--- src/rtl/mips_pkg.sv ---
// Shared MIPS32 pipeline definitions: write-back select encodings and widths.
package mips_pkg;

    localparam int unsigned DW    = 32;
    localparam int unsigned CNT_W = 32;

    typedef enum logic [1:0] {
        WB_ALU  = 2'b00,
        WB_MEM  = 2'b01,
        WB_LINK = 2'b10,
        WB_RSVD = 2'b11
    } wb_sel_e;

    localparam logic [4:0] REG_ZERO = 5'd0;

endpackage

--- src/rtl/wb_mux.sv ---
// Write-back value selector driven by the MEM/WB MemtoReg field.
module wb_mux #(
    parameter int unsigned DW = 32
) (
    input  logic [1:0]    sel,
    input  logic [DW-1:0] alu_result,
    input  logic [DW-1:0] read_data,
    input  logic [DW-1:0] link_addr,
    output logic [DW-1:0] write_data
);
    import mips_pkg::*;

    always_comb begin
        write_data = '0;
        case (wb_sel_e'(sel))
            WB_ALU:  write_data = alu_result;
            WB_MEM:  write_data = read_data;
            WB_LINK: write_data = link_addr;
            default: write_data = '0;
        endcase
    end

endmodule

--- src/rtl/wb_regfile.sv ---
// MIPS32 write-back stage and 32x32 register file with write-through bypass
// on both decode read ports and a committed-write counter.
module wb_regfile #(
    parameter int unsigned NREG = 32,
    parameter int unsigned DW   = 32
) (
    input  logic                     clk,
    input  logic                     reset,
    input  logic [1:0]               MemtoReg,
    input  logic                     RegWrite,
    input  logic [DW-1:0]            ReadData,
    input  logic [DW-1:0]            alu_result,
    input  logic [DW-1:0]            link_addr,
    input  logic [$clog2(NREG)-1:0]  WriteRegister,
    input  logic [$clog2(NREG)-1:0]  ReadRegister1,
    input  logic [$clog2(NREG)-1:0]  ReadRegister2,
    output logic [DW-1:0]            ReadData1,
    output logic [DW-1:0]            ReadData2,
    output logic [DW-1:0]            WriteData,
    output logic                     wb_valid,
    output logic [31:0]              wb_count
);
    import mips_pkg::*;

    localparam int unsigned AW = $clog2(NREG);

    // Index 0 is hardwired to zero, so the array starts at 1.
    logic [DW-1:0]    regs_q [1:NREG-1];
    logic [DW-1:0]    regs_d [1:NREG-1];
    logic [CNT_W-1:0] wb_count_q;
    logic [CNT_W-1:0] wb_count_d;

    wb_mux #(.DW(DW)) u_wb_mux (
        .sel        (MemtoReg),
        .alu_result (alu_result),
        .read_data  (ReadData),
        .link_addr  (link_addr),
        .write_data (WriteData)
    );

    assign wb_valid = RegWrite
                    && (WriteRegister != AW'(REG_ZERO))
                    && (MemtoReg != WB_RSVD);

    always_comb begin
        for (int unsigned i = 1; i < NREG; i++) begin
            regs_d[i] = (wb_valid && (WriteRegister == AW'(i))) ? WriteData : regs_q[i];
        end
        wb_count_d = wb_valid ? wb_count_q + CNT_W'(1) : wb_count_q;
    end

    always_ff @(posedge clk or posedge reset) begin
        if (reset) begin
            for (int unsigned i = 1; i < NREG; i++) begin
                regs_q[i] <= '0;
            end
            wb_count_q <= '0;
        end else begin
            regs_q     <= regs_d;
            wb_count_q <= wb_count_d;
        end
    end

    // Read ports: zero register first, then same-cycle bypass, then storage.
    always_comb begin
        ReadData1 = '0;
        if (ReadRegister1 != AW'(REG_ZERO)) begin
            if (wb_valid && (WriteRegister == ReadRegister1)) begin
                ReadData1 = WriteData;
            end else begin
                ReadData1 = regs_q[ReadRegister1];
            end
        end
    end

    always_comb begin
        ReadData2 = '0;
        if (ReadRegister2 != AW'(REG_ZERO)) begin
            if (wb_valid && (WriteRegister == ReadRegister2)) begin
                ReadData2 = WriteData;
            end else begin
                ReadData2 = regs_q[ReadRegister2];
            end
        end
    end

    assign wb_count = 32'(wb_count_q);

endmodule
--- config.mk ---
export PLATFORM = sky130hd
export DESIGN_NAME = wb_regfile
export DESIGN_NICKNAME = d
export VERILOG_FILES = /design/src/rtl/mips_pkg.sv /design/src/rtl/wb_mux.sv /design/src/rtl/wb_regfile.sv
export SDC_FILE = /design/constraint.sdc
export NUM_CORES = 2
export LEC_CHECK = 0
export CAP_MARGIN = 25
export CELL_PAD_IN_SITES_DETAIL_PLACEMENT = 1
export CELL_PAD_IN_SITES_GLOBAL_PLACEMENT = 2
export CORE_MARGIN = 2
export CORE_UTILIZATION = 41
export CTS_BUF_LIST = sky130_fd_sc_hd__clkbuf_16
export CTS_CLUSTER_SIZE = 10
export DETAILED_ROUTE_END_ITERATION = 16
export PLACE_DENSITY = 0.91
export SETUP_SLACK_MARGIN = 0.02
export SYNTH_ARGS = -nofsm -noshare
export SYNTH_HDL_FRONTEND = slang
export SYNTH_SLANG_ARGS = --single-unit
--- constraint.sdc ---
create_clock -name clk -period 43.2 [get_ports clk]
set_clock_uncertainty 0.2 [all_clocks]
set_input_delay 8.64 -clock clk [delete_from_list [all_inputs] [get_ports clk]]
set_output_delay 8.64 -clock clk [all_outputs]
set_load 0.02 [all_outputs]
=== After elaboration in Yosys (flattened, before gate mapping) ===
Cells that the tools add are included.

* Muxes and demuxes: 11
* Equal/unequal tests: 36
* Shift operators: 0
* Bitwise gates (word level): 2
* Reductions and logical operators: 39
* Magnitude comparators: 2
* $mul: 0
* $add $sub $neg: 1
* Div/mod/pow operators: 0

{| class="wikitable"
|+ Operator list
! cell !! number
|-
| $bmux 32 s5 || 2
|-
| $mux 32 || 8
|-
| $pmux 32 s3 || 1
|-
| $eq 5x5->1 const B || 16
|-
| $eq 5x4->1 const B || 8
|-
| $logic_and 1x1->1 || 35
|-
| $add 32x1->32 const B || 1
|-
| $eq 5x3->1 const B || 4
|-
| $reduce_bool 5->1 || 3
|-
| $ge 6x6->1 const B || 2
|-
| $not 5->6 || 2
|-
| $eq 5x2->1 const B || 2
|-
| $eq 5x5->1 || 2
|-
| $eq 5x1->1 const B || 1
|-
| $eq 2x1->1 const B || 1
|-
| $eq 2x2->1 const B || 1
|-
| $logic_not 2->1 || 1
|-
| $ne 2x2->1 const B || 1
|}

* Bits of input ports: 116
* Bits in latches: 0
* RAM bits: 0
* Memories: 0
* Flip-flop bits (word level): 1024
* Logic and storage cells: 123
* Bits in read-only memories: 0

=== Logic depth before layout (Yosys ltp) ===
* Depth after elaboration: 6
* Mapped depth: 9

=== Cells and area by module ===
From an unflattened synthesis, not the netlist that was laid out.

* Cell total of the unflattened synthesis: 4003
* Area total of the unflattened synthesis: 56949.6 µm²

{| class="wikitable"
|+ By module, submodules not included
! module !! times used !! cells an instance !! area each (µm²) !! sequential area each (µm²)
|-
| wb_regfile || 1 || 3926 || 56162.6 || 25624.6
|-
| wb_mux || 1 || 77 || 787.0 || 0.0
|}

=== Least setup slack after synthesis ===
OpenSTA, ideal clock, no wires.

* Kind: input port to output port
* From: input port MemtoReg[0]
* To: output port ReadData2[30]
* Path buffers: 3
* Cell stages on the path: 8
* Required time: 34.360 ns
* Data arrival time: 10.505 ns
* Slack: 23.855 ns
* Path through: buf_2 -> a21bo_4 -> buf_6 -> a21o_4 -> nor4_2 -> buf_4 -> a211oi_1 -> a211oi_1

* Word-level cells in the longest chain between the ends: 5
* Elaborated cells between the ends (all ways): 9

{| class="wikitable"
|+ RTL lines
! element !! RTL line !! RTL
|-
| start, declared || wb_regfile.sv:9 || <nowiki>input logic [1:0] MemtoReg,</nowiki>
|-
| branches (longest 3 deep; another with $pmux 32 s3) || -- ||
|-
| $mux 32 (*) || wb_regfile.sv:79 || <nowiki>if (wb_valid && (WriteRegister == ReadRegister2)) begin</nowiki>
|-
| $mux 32 (*) || wb_regfile.sv:78 || <nowiki>if (ReadRegister2 != AW'(REG_ZERO)) begin</nowiki>
|-
| end, declared || wb_regfile.sv:18 || <nowiki>output logic [DW-1:0] ReadData2,</nowiki>
|}

Mark *: on every way between the ends.

=== Final worst setup path ===
* From: input port ReadRegister1[3]
* To: output port ReadData1[17]

* Word-level cells in the longest chain between the ends: 6
* Elaborated cells between the ends (all ways): 9

{| class="wikitable"
|+ RTL lines
! element !! RTL line !! RTL
|-
| start, declared || wb_regfile.sv:15 || <nowiki>input logic [$clog2(NREG)-1:0] ReadRegister1,</nowiki>
|-
| $not 5->6 (not written as such) || wb_regfile.sv:71 || <nowiki>ReadData1 = regs_q[ReadRegister1];</nowiki>
|-
| $bmux 32 s5 || wb_regfile.sv:71 ||
|-
| $mux 32 (not written as such) (2 in a row) || wb_regfile.sv:71 ||
|-
| $mux 32 || wb_regfile.sv:68 || <nowiki>if (wb_valid && (WriteRegister == ReadRegister1)) begin</nowiki>
|-
| $mux 32 (*) || wb_regfile.sv:67 || <nowiki>if (ReadRegister1 != AW'(REG_ZERO)) begin</nowiki>
|-
| end, declared || wb_regfile.sv:17 || <nowiki>output logic [DW-1:0] ReadData1,</nowiki>
|}

Mark *: on every way between the ends. The rest lies on a longest branch, timed or not. The select of a mux whose other input is x is not followed.

==> metrics <==
CP Depth=9; Clock Tree Buf Depth=3; clk slew on worst S/H paths=0.05 ns; Mapped Cells=5,052; Crit path buffers/inverters=4; Max-slew headroom=22.5%; Power Density=45.2 nW/um^2; hold_buf cts=0; drt first pass iters=7; P_leak=0.0257 uW; Reg2Reg Depth=5; Worst Setup Start Kind=primary input; critical path's largest stage delay=0.80 ns; final WL=212,000 um; Switching Share=31.2%; Design Power=2770 uW; post-place setup slack=20.95 ns; Buffers on Ports=244; CTS Sinks=1,024; Clock power frac=31.6%; Distinct cells, synth=55; Critical Path Sink=ReadData1[17]; register bit total from synthesis=1,024; RSZ-0062 raised after global routing=false; latest clock arrival within the worst-skew pair=0.73 ns; CP cell instances=clkdlybuf4s50_1, xor2_1, nor4_1, and2_2, buf_4, or2_2, buf_4, o2111a_1, clkdlybuf4s50_1; share of layout cells above drive strength 1=17.2%; synthesized cell area=54,000 sq um; starting density of the core=41.2%; Critical R2R Capture=wb_count[25]; Fillers=14,100; post-route ant nets=0; via/cell ratio=6.48; H-tree depth=3; Post-Synthesis Net Count=5,169; Worst Path Required=34.36 ns; 1st-iter DRT viols=4,510; Worst EP arrival=13.51 ns; combinational share of power=22.6%; Synth Flop Type=dfrtp_1; Max Cap Viol=0; wire per inst=31.1 um; setup TNS=0 ns; drc violations=0; Setup CP Type=in2out; GPL Wtd Cong=0.828; CTS buffer count=116; pin slew with the least headroom to its limit=1.16 ns; Ys Warns=0; root buf cell=clkbuf_16; status=completed; CP startpoint=ReadRegister1[3]; HP Class=reg2reg; net switching power=865 uW; Power Internal=1910 uW; Vias=44,300; VDD IR max=0.0343 mV; Post-CTS Setup Bufs=0; initial antenna violation count=5; largest net degree at the start of global routing=108; CP delay by family, top=buffers and inverters; worst r2r src=wb_count[3]; share of the synthesized area in the top cell type=47.4%; sequential area share after synthesis=47.4%; Area Growth Syn to Fin=13.4%; Final nets=5,161; area leader, netlist=dfrtp_1; # setup viols final=0; Slew Limit Fails=0; TritonCTS clock tree=yes; highest clock rate=44.7 MHz; Hold Vio Cnt, Final=0; Critical Path Sink Type=output port; slowest CP cell=clkdlybuf4s50_1; first-pass GRT wire length=316,000 um; Rows=133; I/O Pins=245; Die Y-Extent=367 um; reg2reg setup slack=40.85 ns; Critical Path Fanout Max=35; final worst slack=20.85 ns; total die area=135,000 sq um; DPL Wire Length=122,000 um; core footprint=131,000 sq um; Post-CTS Resized=0; Final Cycle Share=51.7%; Final Critical Period=22.35 ns; FFs w/ async S/R, synth=100%; EDFF count, synth=0; gr ovfl total=0; vias in the first global route=46,800; syn_area_per_cell=10.7 sq um; width of the die=367 um; sequential share of power=45.9%; top cells by area, synth=dfrtp_1, mux4_2, o21ai_0; all-layer global routing usage=31.4%
## synth_stat cells (all sizes together), types with 13 or more instances
cell type,instances
xnor2,28
a21oi,451
a22oi,32
inv,39
buf,124
xor2,13
o21ai,658
mux4,458
clkbuf,395
a221oi,19
nor4,13
nand4,26
o22ai,16
o2111a,30
nand3,75
o31ai,16
mux2,51
mux2i,132
a211oi,23
nand2,835
nor2,430
a22o,60
nor3,20
a221o,15
dfrtp,1024
nor2b,27
## power groups by stage
stage	clock, uW	combinational [uW]	sequential (uW)
2_1_floorplan	0	431	1240
3_3_place_gp	0	589	1260
3_5_place_dp	0	614	1280
4_1_cts	884	620	1260
5_1_grt	919	678	1290
6_report	874	625	1270
## cell families after synthesis
kind of cell	Yosys count	share of synthesized area (%)
AOI/OAI and AO/OA	1331	14.0
xor gates and xnor gates	41	0.665
adders and majority gates	1	0.0232
buffers and inverters	558	4.25
DFF	1024	47.4
muxes	641	22.6
and+or+nand+nor	1456	11.1
## metrics by stage
| stage | hold slack (ns) | util, % | cell area [sq um] | cells |
|---|---|---|---|---|
| final | 0.275 | 46.7 | 61300 | 6828 |
| after global routing | 0.301 | 46.7 | 61300 | 6827 |
| after CTS | 0.277 | 46.5 | 61000 | 6817 |
| after detailed placement | 0.267 | 44.2 | 57900 | 6671 |
| after global placement | 0.267 | 44.1 | 57900 | 6670 |
| after floorplan | 0.259 | - | 54000 | 5052 |
## worst reg2reg max path, stage by stage (launching register included)
cell and delay (ns):
dfrtp_1 0.43, nand3_1 0.27, a2111oi_4 0.60, and3_1 0.40, and4_1 0.24, xor2_1 0.14
## flip-flops by register name, summed over array words and instances, names as in the netlist
signal,flops
regs_q,992
wb_count,32
## how the worst min path moves through the flow
stage / cells after the start / slack (ns) / to / start
after floorplan: 2 / 0.26 / regs_q[511] / regs_q[511]
after global placement: 1 / 0.27 / wb_count[31] / wb_count[31]
after detailed placement: 1 / 0.27 / wb_count[31] / wb_count[31]
after CTS: 1 / 0.28 / wb_count[31] / wb_count[31]
after global routing: 1 / 0.30 / wb_count[31] / wb_count[31]
final: 1 / 0.27 / wb_count[31] / wb_count[31]
## layer usage
metal	track usage [%]	wire length, um
met1	39.8	81500
met2	49.9	99100
met3	6.51	17700
met4	18.6	13800
met5	0	76
## cells in the final DEF, fill, tap and decap left out, drive strengths merged, types with 27 or more instances in the layout
cell type         n
dfrtp          1024
nand2           835
o21ai           658
mux4            458
a21oi           451
nor2            430
clkdlybuf4s50   236
buf             157
mux2i           132
clkbuf          119
nand3            75
a22o             60
inv              54
mux2             51
a22oi            32
o2111a           30
xnor2            28
nor2b            27
## layout make-up
class | count | area [sq um] | area share, %
clock inverter | 27 | 115 | 0.188
inverter | 39 | 156 | 0.255
sequential | 1024 | 25600 | 41.8
multi-input combinational | 3470 | 26400 | 43.1
timing repair buffer | 393 | 3820 | 6.24
clock buffer | 119 | 2980 | 4.86
tap | 1755 | 2200 | 3.58
antenna | 1 | 2.50 | 0.00408
Note: power is estimated with default switching activity, not from simulation.
